### src/rtl/stepper_pkg.sv
// Shared stepper definitions: phase codes, FSM encoding, direction constants and the
// phase decoder used by both the drive sequencer and the phase monitor.
package stepper_pkg;

    localparam logic [3:0] PH0    = 4'b0001;
    localparam logic [3:0] PH1    = 4'b0010;
    localparam logic [3:0] PH2    = 4'b0100;
    localparam logic [3:0] PH3    = 4'b1000;
    localparam logic [3:0] PH_OFF = 4'b0000;

    localparam logic DIR_FWD = 1'b1;
    localparam logic DIR_REV = 1'b0;

    typedef enum logic [1:0] {
        StIdle   = 2'd0,
        StLocked = 2'd1,
        StFault  = 2'd2
    } state_e;

    typedef enum logic [1:0] {
        PhValid   = 2'd0,
        PhOff     = 2'd1,
        PhIllegal = 2'd2
    } ph_class_e;

    typedef struct packed {
        ph_class_e  cls;
        logic [1:0] idx;
    } ph_dec_t;

    function automatic ph_dec_t phase_decode(input logic [3:0] p);
        ph_dec_t d;
        d.cls = PhValid;
        d.idx = 2'd0;
        case (p)
            PH0:     d.idx = 2'd0;
            PH1:     d.idx = 2'd1;
            PH2:     d.idx = 2'd2;
            PH3:     d.idx = 2'd3;
            PH_OFF:  d.cls = PhOff;
            default: d.cls = PhIllegal;
        endcase
        return d;
    endfunction

endpackage

### src/rtl/phase_filter.sv
// Two-flop synchronizer plus stability filter; strobes accept once per newly stable
// pattern.
module phase_filter #(
    parameter int unsigned FILT_CYC = 4
) (
    input  logic       clk,
    input  logic       rst,
    input  logic [3:0] f_in,
    output logic [3:0] pattern,
    output logic       accept
);

    localparam int unsigned CW = $clog2(FILT_CYC + 1);
    localparam logic [CW-1:0] CntMax = CW'(FILT_CYC);

    logic [3:0]    sync1_q, sync2_q, cand_q, last_q, pattern_q;
    logic [3:0]    last_d, pattern_d;
    logic [CW-1:0] cnt_q, cnt_d;
    logic          accept_q, accept_d, changed;

    always_comb begin
        changed   = (sync2_q != cand_q);
        cnt_d     = cnt_q;
        accept_d  = 1'b0;
        last_d    = last_q;
        pattern_d = pattern_q;
        if (changed) begin
            cnt_d = CW'(1);
        end else if (cnt_q != CntMax) begin
            cnt_d = cnt_q + CW'(1);
        end
        // Only the cycle the count first reaches CntMax accepts, and never the pattern
        // that was accepted last, so a glitch that returns to it is invisible.
        if ((cnt_d == CntMax) && (changed || cnt_q != CntMax) && (sync2_q != last_q)) begin
            accept_d  = 1'b1;
            last_d    = sync2_q;
            pattern_d = sync2_q;
        end
    end

    always_ff @(posedge clk) begin
        if (rst) begin
            sync1_q   <= '0;
            sync2_q   <= '0;
            cand_q    <= '0;
            last_q    <= '0;
            pattern_q <= '0;
            cnt_q     <= '0;
            accept_q  <= 1'b0;
        end else begin
            sync1_q   <= f_in;
            sync2_q   <= sync1_q;
            cand_q    <= sync2_q;
            last_q    <= last_d;
            pattern_q <= pattern_d;
            cnt_q     <= cnt_d;
            accept_q  <= accept_d;
        end
    end

    assign pattern = pattern_q;
    assign accept  = accept_q;

endmodule

### src/rtl/stepper_phase_monitor.sv
// Decodes filtered stepper phase lines into step pulses, direction, position and step
// period, flagging illegal or skipped phases with a sticky fault.
module stepper_phase_monitor
    import stepper_pkg::*;
#(
    parameter int unsigned POS_W    = 16,
    parameter int unsigned PER_W    = 20,
    parameter int unsigned FILT_CYC = 4,
    parameter int unsigned TIMEOUT  = 1000000
) (
    input  logic                    clk,
    input  logic                    rst,
    input  logic [3:0]              f_in,
    input  logic                    pos_clr,
    input  logic                    clr_fault,
    output logic                    step_fwd,
    output logic                    step_rev,
    output logic                    dir,
    output logic                    moving,
    output logic signed [POS_W-1:0] position,
    output logic [PER_W-1:0]        period,
    output logic                    period_valid,
    output logic                    locked,
    output logic                    fault
);

    localparam logic [PER_W-1:0] TimeoutCnt = PER_W'(TIMEOUT);

    logic [3:0] acc_pattern;
    logic       accept;

    phase_filter #(
        .FILT_CYC(FILT_CYC)
    ) u_phase_filter (
        .clk    (clk),
        .rst    (rst),
        .f_in   (f_in),
        .pattern(acc_pattern),
        .accept (accept)
    );

    state_e                  state_q, state_d;
    logic [1:0]              idx_q, idx_d, diff;
    logic signed [POS_W-1:0] pos_q, pos_d;
    logic [PER_W-1:0]        cnt_q, cnt_d, per_q, per_d;
    logic                    dir_q, dir_d, fwd_q, fwd_d, rev_q, rev_d;
    logic                    mov_q, mov_d, pv_q, pv_d, seen_q, seen_d;
    ph_dec_t                 dec;

    always_comb begin
        state_d = state_q;
        idx_d   = idx_q;
        pos_d   = pos_q;
        cnt_d   = cnt_q;
        per_d   = per_q;
        dir_d   = dir_q;
        fwd_d   = 1'b0;
        rev_d   = 1'b0;
        mov_d   = mov_q;
        pv_d    = pv_q;
        seen_d  = seen_q;
        dec     = phase_decode(acc_pattern);
        diff    = dec.idx - idx_q;

        unique case (state_q)
            StIdle: begin
                if (accept) begin
                    case (dec.cls)
                        PhValid: begin
                            state_d = StLocked;
                            idx_d   = dec.idx;
                            cnt_d   = PER_W'(1);
                            seen_d  = 1'b0;
                        end
                        PhIllegal: state_d = StFault;
                        default: ;
                    endcase
                end
            end
            StLocked: begin
                if (cnt_q != '1) begin
                    cnt_d = cnt_q + PER_W'(1);
                end
                if (cnt_q == TimeoutCnt) begin
                    mov_d = 1'b0;
                end
                if (accept) begin
                    case (dec.cls)
                        PhOff:     state_d = StIdle;
                        PhIllegal: state_d = StFault;
                        default: begin
                            if (diff == 2'd1 || diff == 2'd3) begin
                                fwd_d  = (diff == 2'd1);
                                rev_d  = (diff == 2'd3);
                                dir_d  = (diff == 2'd1) ? DIR_FWD : DIR_REV;
                                pos_d  = (diff == 2'd1) ? pos_q + POS_W'(1) : pos_q - POS_W'(1);
                                idx_d  = dec.idx;
                                per_d  = cnt_q;
                                cnt_d  = PER_W'(1);
                                mov_d  = 1'b1;
                                seen_d = 1'b1;
                                if (seen_q) begin
                                    pv_d = 1'b1;
                                end
                            end else if (diff == 2'd2) begin
                                state_d = StFault;
                            end
                        end
                    endcase
                end
            end
            StFault: begin
                if (clr_fault) begin
                    state_d = StIdle;
                end
            end
            default: state_d = StIdle;
        endcase

        if (state_q == StLocked && state_d != StLocked) begin
            pv_d  = 1'b0;
            mov_d = 1'b0;
        end
        // Clear beats a coincident step; the pulse and dir update still go out.
        if (pos_clr) begin
            pos_d = '0;
        end
    end

    always_ff @(posedge clk) begin
        if (rst) begin
            state_q <= StIdle;
            idx_q   <= 2'd0;
            pos_q   <= '0;
            cnt_q   <= '0;
            per_q   <= '0;
            dir_q   <= 1'b0;
            fwd_q   <= 1'b0;
            rev_q   <= 1'b0;
            mov_q   <= 1'b0;
            pv_q    <= 1'b0;
            seen_q  <= 1'b0;
        end else begin
            state_q <= state_d;
            idx_q   <= idx_d;
            pos_q   <= pos_d;
            cnt_q   <= cnt_d;
            per_q   <= per_d;
            dir_q   <= dir_d;
            fwd_q   <= fwd_d;
            rev_q   <= rev_d;
            mov_q   <= mov_d;
            pv_q    <= pv_d;
            seen_q  <= seen_d;
        end
    end

    assign step_fwd     = fwd_q;
    assign step_rev     = rev_q;
    assign dir          = dir_q;
    assign moving       = mov_q;
    assign position     = pos_q;
    assign period       = per_q;
    assign period_valid = pv_q;
    assign locked       = (state_q == StLocked);
    assign fault        = (state_q == StFault);

endmodule

### config.mk
export PLATFORM = sky130hd
export DESIGN_NAME = stepper_phase_monitor
export DESIGN_NICKNAME = d
export VERILOG_FILES = /design/src/rtl/stepper_pkg.sv /design/src/rtl/phase_filter.sv /design/src/rtl/stepper_phase_monitor.sv
export SDC_FILE = /design/constraint.sdc
export NUM_CORES = 1
export LEC_CHECK = 0
export ABC_AREA = 1
export BUFFER_PORTS_ARGS = -buffer_cell sky130_fd_sc_hd__buf_2
export CORE_ASPECT_RATIO = 1.25
export CORE_MARGIN = 8
export CORE_UTILIZATION = 35
export DETAILED_ROUTE_END_ITERATION = 8
export GPL_TIMING_DRIVEN = 0
export SYNTH_ARGS = -nofsm -noshare
export SYNTH_HDL_FRONTEND = slang
export SYNTH_SLANG_ARGS = --single-unit
### constraint.sdc
create_clock -name clk -period 3.88 [get_ports clk]
set_input_delay 0.388 -clock clk [delete_from_list [all_inputs] [get_ports clk]]
set_output_delay 0.388 -clock clk [all_outputs]
set_load 0.02 [all_outputs]
==> impl_metrics.toml, run 1 <==
[run_status]
outcome = "finished, final reports clean"

[synthesis]
netlist_instances = 671
seq_area_frac_synth = 0.369
syn_area_per_cell_um2 = 6.95
synth_nets = 699
async_flop_share = 0
synth_top_cell_area_share = 0.369
yosysUniqueCellTypes = 45
synth.yosys.warnings = 0
synth_top_cell_by_area = "sky130_fd_sc_hd__dfxtp_1"
ys_ff_latch = 86
postSynth.topFlopCell = "sky130_fd_sc_hd__dfxtp_1"
synthesis.area_mm2 = 0.00466
synth_top_cells_by_area = "sky130_fd_sc_hd__dfxtp_1 37%, sky130_fd_sc_hd__nand2_1 11%, sky130_fd_sc_hd__nor2_1 7.3%"
number_of_enable_type_register_cells_in_the_synthesized_netlist = 0

[sta]
report.final.slew_viol_count = 0
clock_skew_ps = 7.18
finalHoldViolCount = 0
slew_at_the_pin_with_the_worst_max_slew_slack_ps = 624
max_freq_mhz = 288
post-route-min-period_ps = 3470
timing.max_slew.rel_slack = 0.584
timing.final.setup_violations = 0
totalNegativeSetupSlack_ps = 0
timing.final.crit_share = 0.894
rsz0062_at_grt = "false"

[clock_network]
tritoncts = "yes"
cts_max_level = 3
cts-buffers-inserted = 9
cts_hold_buffers = 0
clockBufferDepth = 2
tritoncts_num_sinks = 86
cts_setup_buffers = 0
clock-root-buffer = "sky130_fd_sc_hd__clkbuf_16"
ctsResizeCount = 0
clk_pin_slew_worst_paths_ps = 70
worst_skew_pair.late_latency_ps = 340

[critical_path]
worstPathMaxFanout = 16
start_kind = "register"
timing.setup.critical_path_class = "register to register"
crit_required_ps = 4120
critical_path_arrival_ps = 3710
timing.critical_path.to_type = "register"
timing.reg2reg.worst_path_depth = 20

[route]
first_iter_violations = 294
detailroute.via_count = 4333
routed_wire_length_per_instance_um = 13.8
antenna_violating_nets_post_route = 0
viasPerCell = 4.77
drt_wl_total_um = 12500
number_of_iterations_in_the_first_detailed_routing_pass = 4
drc = 0

[placed_design]
finalWeightedCongestion = 0.884
placed_wire_length_estimate_after_detailed_placement_um = 9610
port-buffer-count = 50

[global_routing]
grt_overflow = 0
first_global_vias = 4169
grt_most_used_layer = "met2"
grt_pass1_wl_um = 20400
grt_use_total = 0.145
groute.layer.met3.usage = 0.0311
pin_count_of_the_biggest_net_entering_global_routing = 17
grtUsageMet1 = 0.170
grt_antenna_before_repair = 0
gr-usage-met2 = 0.256

[run]
maxCapViolations = 0

[floorplanning]
die_h_um = 145
fp.dieArea_mm2 = 0.0173
initial_core_util = 0.356
area_of_the_core_region_mm2 = 0.0131
ios = 51
placementRows = 47
die_width_um = 119

[power]
power_per_cell_area_mw_per_mm2 = 342
vdd.ir_drop.worst_mv = 0.186
leakage_nw = 2.65

[layout]
final_common_cell = "sky130_fd_sc_hd__nand2_1"
fin_nets = 760
antenna_cells = 0
final_cell_mix = "140 x sky130_fd_sc_hd__nand2_1, 91 x sky130_fd_sc_hd__nor2_1, 86 x sky130_fd_sc_hd__dfxtp_1"
drive_above_1_share = 0.141
syn_to_final_growth_pct = 16.7
fin_util = 0.415

[hold_path]
worstHoldPathCells = 3
hold_class = "input pin to register"
[stage by stage]
step                      cells  worst slack [ps]  instance area [µm²]  power [W]  hold slack (ps)
final                       908               410                 5440    0.00186              248
after global routing        908              44.5                 5440    0.00194              249
after CTS                   908              57.4                 5440    0.00188              240
after detailed placement    892              70.7                 5130   0.000982              395
after global placement      892              59.2                 5130   0.000981              388
after floorplan             671               800                 4660   0.000962              388
[where the power goes]
| part | switching [W] | internal, W |
|---|---|---|
| Clock | 0.000382 | 0.000520 |
| Sequential | 0.00000487 | 0.000890 |
| Combinational | 0.0000454 | 0.0000214 |
| Total | 0.000432 | 0.00143 |
[cells in the mapped netlist (5+ instances only)]
cell                       count
sky130_fd_sc_hd__a21oi_1      52
sky130_fd_sc_hd__clkbuf_1      5
sky130_fd_sc_hd__dfxtp_1      86
sky130_fd_sc_hd__ha_1         19
sky130_fd_sc_hd__inv_1        82
sky130_fd_sc_hd__inv_2        10
sky130_fd_sc_hd__nand2_1     140
sky130_fd_sc_hd__nand3_1      34
sky130_fd_sc_hd__nand4_1      14
sky130_fd_sc_hd__nor2_1       91
sky130_fd_sc_hd__nor3_1        8
sky130_fd_sc_hd__o21ai_0      18
sky130_fd_sc_hd__o21ai_1      33
sky130_fd_sc_hd__xnor2_1       8
sky130_fd_sc_hd__xor2_1       10
[flip-flops by register name, summed over array words and instances, names as in the netlist, 2 cells and up]
name,count
cnt_q,20
idx_q,2
u_phase_filter.cand_q,4
period,20
u_phase_filter.last_q,4
u_phase_filter.sync2_q,4
position,16
u_phase_filter.cnt_q,3
state_q,2
u_phase_filter.sync1_q,4
[logic make-up after synthesis]
family | after synthesis | synth area share
XOR/XNOR | 18 | 0.0338
AO/OA/AOI/OAI | 127 | 0.151
AND/OR/NAND/NOR | 313 | 0.300
flip-flops | 86 | 0.369
buffers and inverters | 107 | 0.0915
adder cells (fa/ha/maj) | 20 | 0.0553
[routing by layer]
metal,wire length (µm),up-vias
li1,-,2309
met1,5570,1935
met2,6280,78
met3,522,11
met4,158,0
met5,0,-
[path summary, 6_finish.rpt]
check                                                      startpoint                                   end  slack (ps)
worst min register to register   u_phase_filter.sync1_q[2]$_SDFF_PP0_  u_phase_filter.sync2_q[2]$_SDFF_PP0_         400
worst max register to register  u_phase_filter.last_q[3]$_SDFFE_PP0P_             position[15]$_SDFFE_PP0P_         410
worst min-delay path                                          f_in[2]  u_phase_filter.sync1_q[2]$_SDFF_PP0_         250
worst max-delay path            u_phase_filter.last_q[3]$_SDFFE_PP0P_             position[15]$_SDFFE_PP0P_         410
[worst max-delay path, cell delays in order, from the launching register on]
cell	delay (ps)
sky130_fd_sc_hd__dfxtp_1	430
sky130_fd_sc_hd__inv_2	60
sky130_fd_sc_hd__nand2_2	130
sky130_fd_sc_hd__nor3_1	60
sky130_fd_sc_hd__a31oi_1	230
sky130_fd_sc_hd__ha_1	280
sky130_fd_sc_hd__clkbuf_1	200
sky130_fd_sc_hd__inv_1	160
sky130_fd_sc_hd__nand3_2	350
sky130_fd_sc_hd__ha_1	540
sky130_fd_sc_hd__nand3_1	100
sky130_fd_sc_hd__nand2_1	120
sky130_fd_sc_hd__nand2_1	60
sky130_fd_sc_hd__nand2_1	140
sky130_fd_sc_hd__nand2_1	80
sky130_fd_sc_hd__nand2_1	100
sky130_fd_sc_hd__nand2_1	80
sky130_fd_sc_hd__nand2_1	80
sky130_fd_sc_hd__nor2_1	40
sky130_fd_sc_hd__nor2_1	80
sky130_fd_sc_hd__nor2_1	50
[layout make-up]
cell class                      instances  area [µm²]
Timing Repair Buffer                   50         250
Buffer                                 15        81.3
Fill cell                            1380        7670
Inverter                               92         345
Clock inverter                          6        70.1
Clock buffer                           10         239
Tap cell                              171         214
Multi-Input combinational cell        478        2520
Sequential cell                        86        1720
Power figures use the tool's default switching activity.
==> run 2: changes to the inputs <==
--- a/config.mk
+++ b/config.mk
@@ -14,4 +14,5 @@
 export GPL_TIMING_DRIVEN = 0
 export SYNTH_ARGS = -nofsm -noshare
 export SYNTH_HDL_FRONTEND = slang
+export SYNTH_HIERARCHICAL = 1
 export SYNTH_SLANG_ARGS = --single-unit
==> impl_metrics.toml, run 2 <==
[sta]
finalHoldViolCount = 0
rsz0062_at_grt = "false"
timing.final.setup_violations = 0
totalNegativeSetupSlack_ps = 0
max_freq_mhz = 295
slew_at_the_pin_with_the_worst_max_slew_slack_ps = 543
timing.final.crit_share = 0.873
report.final.slew_viol_count = 0
post-route-min-period_ps = 3390
clock_skew_ps = 6.69
timing.max_slew.rel_slack = 0.638

[synthesis]
syn_area_per_cell_um2 = 7.05
postSynth.topFlopCell = "sky130_fd_sc_hd__dfxtp_1"
synth_top_cell_area_share = 0.351
ys_ff_latch = 86
seq_area_frac_synth = 0.351
synth_nets = 723
synth.yosys.warnings = 6
synth_top_cell_by_area = "sky130_fd_sc_hd__dfxtp_1"
netlist_instances = 695
synth.top_cells.by_count = "156 x sky130_fd_sc_hd__nand2_1, 92 x sky130_fd_sc_hd__inv_1, 86 x sky130_fd_sc_hd__dfxtp_1"
async_flop_share = 0
yosysUniqueCellTypes = 48
synth_top_cells_by_area = "sky130_fd_sc_hd__dfxtp_1 35%, sky130_fd_sc_hd__nand2_1 12%, sky130_fd_sc_hd__inv_1 7.0%"
synthesis.area_mm2 = 0.00490
post-synth-top-count-cell = "sky130_fd_sc_hd__nand2_1"
number_of_enable_type_register_cells_in_the_synthesized_netlist = 0

[layout]
multi_input_area_mm2 = 0.00269
final.fill_count = 1471
final_cell_mix = "156 x sky130_fd_sc_hd__nand2_1, 92 x sky130_fd_sc_hd__inv_1, 86 x sky130_fd_sc_hd__dfxtp_1"
fin_nets = 784
post-route-cell-area_mm2 = 0.00570
final_cells = 936
fin_util = 0.415
final_common_cell = "sky130_fd_sc_hd__nand2_1"
antenna_cells = 0
sequential_cell_area_mm2 = 0.00172
syn_to_final_growth_pct = 16.4
drive_above_1_share = 0.185

[clock_network]
clock-root-buffer = "sky130_fd_sc_hd__clkbuf_16"
clk_pin_slew_worst_paths_ps = 70
cts_max_level = 3
cts_hold_buffers = 0
tritoncts_num_sinks = 86
ctsResizeCount = 0
cts_setup_buffers = 0
clockBufferDepth = 2
cts-buffers-inserted = 9
worst_skew_pair.late_latency_ps = 350
tritoncts = "yes"

[critical_path]
crit_required_ps = 4120
startpoint = "u_phase_filter/pattern[3]$_SDFFE_PP0P_"
timing.reg2reg.worst_path_depth = 17
timing.setup.critical_path_class = "register to register"
reg_to_reg_end = "position[14]$_SDFFE_PP0P_"
worst_r2r_src = "u_phase_filter/pattern[3]$_SDFFE_PP0P_"
critical_path_arrival_ps = 3630
start_kind = "register"
path_cells = "inv_1, nand2_2, nor3_1, a31oi_1, ha_1, inv_1, nand3_2, ha_1, nand2_1, o21ai_1, nand2_1, nand2_1, nand3_1, nand2_1, nor2_1, o21ai_0, inv_1"
slowest_stage = "sky130_fd_sc_hd__ha_1"
reg2reg_setup_slack_ps = 490
buf_inv_on_cp = 3
worstPathMaxFanout = 16
critical-path-max-stage-delay_ps = 500
crit_path_frequent_cell = "sky130_fd_sc_hd__nand2_1"
family_with_the_most_delay_on_the_worst_path = "simple AND/OR/NAND/NOR gates"
timing.critical_path.to_type = "register"

[hold_path]
timing.hold.worst.start = "f_in[2]"
holdPathEnd = "u_phase_filter/sync1_q[2]$_SDFF_PP0_"
worstHoldPathCells = 3
hold_class = "input pin to register"

[placed_design]
port-buffer-count = 50
placement.cell_area_mm2 = 0.00537
placed_wire_length_estimate_after_detailed_placement_um = 9730
finalWeightedCongestion = 0.852
dp_cells = 920

[power]
vdd.ir_drop.worst_mv = 0.257
power_per_cell_area_mw_per_mm2 = 342
leakage_nw = 2.66

[route]
viasPerCell = 4.76
first_iter_violations = 187
detailroute.via_count = 4451
routed_wire_length_per_instance_um = 13.1
antenna_violating_nets_post_route = 0
drc = 0
drt_wl_total_um = 12300
number_of_iterations_in_the_first_detailed_routing_pass = 4

[floorplanning]
initial_core_util = 0.356
die_width_um = 122
die_h_um = 148
ios = 51
fp.dieArea_mm2 = 0.0181
area_of_the_core_region_mm2 = 0.0138
placementRows = 48

[run]
maxCapViolations = 0

[global_routing]
grt_antenna_before_repair = 0
grt_overflow = 0
grt_use_total = 0.139
pin_count_of_the_biggest_net_entering_global_routing = 17
first_global_vias = 4253
grt_pass1_wl_um = 20200

[run_status]
outcome = "finished, final reports clean"
-- run 2: cell types whose count changed after synthesis, moves of 3 or more --
cell                      before  now
sky130_fd_sc_hd__a21oi_1      52   39
sky130_fd_sc_hd__nand3_1      34   45
sky130_fd_sc_hd__nand2_1     140  156
sky130_fd_sc_hd__o21ai_0      18   23
sky130_fd_sc_hd__nand4_1      14   20
sky130_fd_sc_hd__nor3_1        8   11
sky130_fd_sc_hd__nor2_1       91   84
sky130_fd_sc_hd__buf_6         1    4
sky130_fd_sc_hd__xor2_1       10    4
sky130_fd_sc_hd__o21ai_1      33    6
sky130_fd_sc_hd__o21ai_2       0   18
sky130_fd_sc_hd__nand3_2       1    4
sky130_fd_sc_hd__inv_1        82   92
sky130_fd_sc_hd__nand2_2       4   12
-- run 2: worst max-delay path by stage --
stage,end,slack [ps],cells past startpoint
after floorplan,position[15]$_SDFFE_PP0P_,910,19
after global placement,position[15]$_SDFFE_PP0P_,140,19
after detailed placement,position[15]$_SDFFE_PP0P_,180,19
after CTS,position[15]$_SDFFE_PP0P_,150,19
after global routing,position[14]$_SDFFE_PP0P_,20,17
final,position[14]$_SDFFE_PP0P_,490,17
-- run 2: layout make-up --
type / instances / share of cell area
well taps: 175 / 0.0384
multi-input cells: 491 / 0.472
clock buffers: 9 / 0.0395
inverters: 103 / 0.0687
clock inverters: 7 / 0.0180
repair buffers: 50 / 0.0439
flip-flops and latches: 86 / 0.302
plain buffers: 15 / 0.0173
-- run 2: logic make-up (layout without fill, tap and decap cells) --
kind of cell / after synthesis / count (layout) / synth area share
XOR/XNOR: 10 / 10 / 0.0179
buffers and inverters: 118 / 184 / 0.100
adder cells (fa/ha/maj): 20 / 20 / 0.0526
AO/OA/AOI/OAI: 107 / 107 / 0.136
AND/OR/NAND/NOR: 354 / 354 / 0.342
flip-flops: 86 / 86 / 0.351
-- run 2: metrics by stage --
stage | total power, W | worst slack (ps) | hold WS (ps)
floorplan | 0.000987 | 913 | 388
global placement | 0.00101 | 142 | 389
detailed placement | 0.00101 | 185 | 395
CTS | 0.00197 | 155 | 230
global route | 0.00202 | 20.4 | 239
finish | 0.00195 | 494 | 241
-- run 2: metal layers --
metal  GRT usage  routed length (µm)  vias to the layer above
li1            -                   -                     2368
met1       0.162                5680                     1997
met2       0.240                5940                       68
met3      0.0288                 416                       18
met4      0.0600                 253                        0
met5           0                   0                        -
-- run 2: where the power goes --
group	internal [W]	leakage [nW]	total (W)	switching [W]
Combinational	0.0000300	1.81	0.0000950	0.0000650
Sequential	0.000890	0.695	0.000895	0.00000449
Clock	0.000572	0.157	0.000958	0.000386
-- run 2: tightest hold or removal path: cells and delay by family --
family | cells | cell delay [ps]
buf+inv | 2 | 100
simple gates | 1 | 60
==> run 3: changes to the inputs <==
--- a/config.mk
+++ b/config.mk
@@ -12,6 +12,7 @@
 export CORE_UTILIZATION = 35
 export DETAILED_ROUTE_END_ITERATION = 8
 export GPL_TIMING_DRIVEN = 0
+export PLACE_DENSITY = 0.49
 export SYNTH_ARGS = -nofsm -noshare
 export SYNTH_HDL_FRONTEND = slang
 export SYNTH_HIERARCHICAL = 1
==> impl_metrics.toml, run 3 (synthesis gave the netlist of run 2 again) <==
[run_status]
outcome = "finished, final reports clean"

[sta]
timing.final.crit_share = 0.901
post-route-min-period_ps = 3500
slew_at_the_pin_with_the_worst_max_slew_slack_ps = 620
report.final.slew_viol_count = 0
setup_ws_ps = 384
totalNegativeSetupSlack_ps = 0
rsz0062_at_grt = "false"
clock_skew_ps = 8.33
max_freq_mhz = 286
timing.max_slew.rel_slack = 0.587
timing.final.setup_violations = 0
finalHoldViolCount = 0

[floorplanning]
area_of_the_core_region_mm2 = 0.0138
die_h_um = 148
placementRows = 48
fp.dieArea_mm2 = 0.0181
die_width_um = 122
ios = 51
initial_core_util = 0.356

[critical_path]
path_cells = "inv_1, nand2_2, nor3_1, a31oi_1, ha_1, inv_1, nand3_2, ha_1, nand2_1, o21ai_1, nand2_1, nand2_1, nand3_1, nand2_1, nor2_1, o21ai_0, inv_1"
critical_path_arrival_ps = 3730
crit_path_frequent_cell = "sky130_fd_sc_hd__nand2_1"
buf_inv_on_cp = 3
timing.setup.critical_path_class = "register to register"
critical-path-max-stage-delay_ps = 530
start_kind = "register"
worstPathMaxFanout = 16
timing.critical_path.to_type = "register"
slowest_stage = "sky130_fd_sc_hd__ha_1"
crit_required_ps = 4120
family_with_the_most_delay_on_the_worst_path = "simple AND/OR/NAND/NOR gates"

[global_routing]
grt_use_total = 0.149
pin_count_of_the_biggest_net_entering_global_routing = 17
grt_antenna_before_repair = 0
grt_pass1_wl_um = 21400
grt_overflow = 0
first_global_vias = 4445

[layout]
syn_to_final_growth_pct = 15.8
fin_nets = 784
final_common_cell = "sky130_fd_sc_hd__nand2_1"
fin_util = 0.413
antenna_cells = 0
drive_above_1_share = 0.184
final_cell_mix = "156 x sky130_fd_sc_hd__nand2_1, 92 x sky130_fd_sc_hd__inv_1, 86 x sky130_fd_sc_hd__dfxtp_1"

[power]
vdd.ir_drop.worst_mv = 0.217
leakage_nw = 2.65
power_per_cell_area_mw_per_mm2 = 329

[route]
number_of_iterations_in_the_first_detailed_routing_pass = 4
detailroute.via_count = 4514
viasPerCell = 4.83
drc = 0
first_iter_violations = 232
drt_wl_total_um = 13100
routed_wire_length_per_instance_um = 14.0
antenna_violating_nets_post_route = 0

[clock_network]
cts_setup_buffers = 0
tritoncts_num_sinks = 86
tritoncts = "yes"
ctsResizeCount = 0
clockBufferDepth = 2
clk_pin_slew_worst_paths_ps = 60
cts_hold_buffers = 0
clock-root-buffer = "sky130_fd_sc_hd__clkbuf_16"
cts_max_level = 3
cts-buffers-inserted = 9
worst_skew_pair.late_latency_ps = 340

[placed_design]
finalWeightedCongestion = 0.883
dp_slack_ps = 20.5
port-buffer-count = 50
placed_wire_length_estimate_after_detailed_placement_um = 10300

[run]
maxCapViolations = 0

[hold_path]
hold_class = "input pin to register"
run 3: where the power goes:
part | switching (W) | internal (W) | total (W)
combinational | 0.0000652 | 0.0000300 | 0.0000951
clock | 0.000363 | 0.000514 | 0.000877
sequential | 0.00000499 | 0.000890 | 0.000895
total | 0.000433 | 0.00143 | 0.00187
run 3: final cells by class:
type	instances	area, µm²
fill	1455	8080
multi-input combinational	491	2690
sequential	86	1720
inverter	103	392
timing repair buffer	50	250
clock buffer	10	239
tap	175	219
buffer	15	98.8
clock inverter	5	60.1
run 3: tightest hold or removal path: stages:
cell and delay (ps):
sky130_fd_sc_hd__buf_2 70, sky130_fd_sc_hd__inv_1 30, sky130_fd_sc_hd__nor2_1 60
run 3: final timing paths:
kind,startpoint,to,slack [ps],cells past startpoint
max,u_phase_filter/pattern[3]$_SDFFE_PP0P_,position[14]$_SDFFE_PP0P_,380,17
min,f_in[0],u_phase_filter/sync1_q[0]$_SDFF_PP0_,250,3
max reg2reg,u_phase_filter/pattern[3]$_SDFFE_PP0P_,position[14]$_SDFFE_PP0P_,380,17
min reg2reg,u_phase_filter/sync1_q[0]$_SDFF_PP0_,u_phase_filter/sync2_q[0]$_SDFF_PP0_,400,2
run 3: metal layers:
layer	GRT usage	part of all wire	vias to the layer above
met1	0.169	0.44	2067
met5	0	0	-
li1	-	-	2361
met3	0.0239	0.032	24
met4	0.0767	0.028	0
met2	0.260	0.50	62
run 3: metrics by stage:
step	area [µm²]	hold WS, ps	instances	power, W
global placement	5370	392	920	0.00101
global route	5670	251	935	0.00196
CTS	5670	233	935	0.00190
detailed placement	5370	396	920	0.00101
finish	5670	249	935	0.00187
floorplan	4900	388	695	0.000987
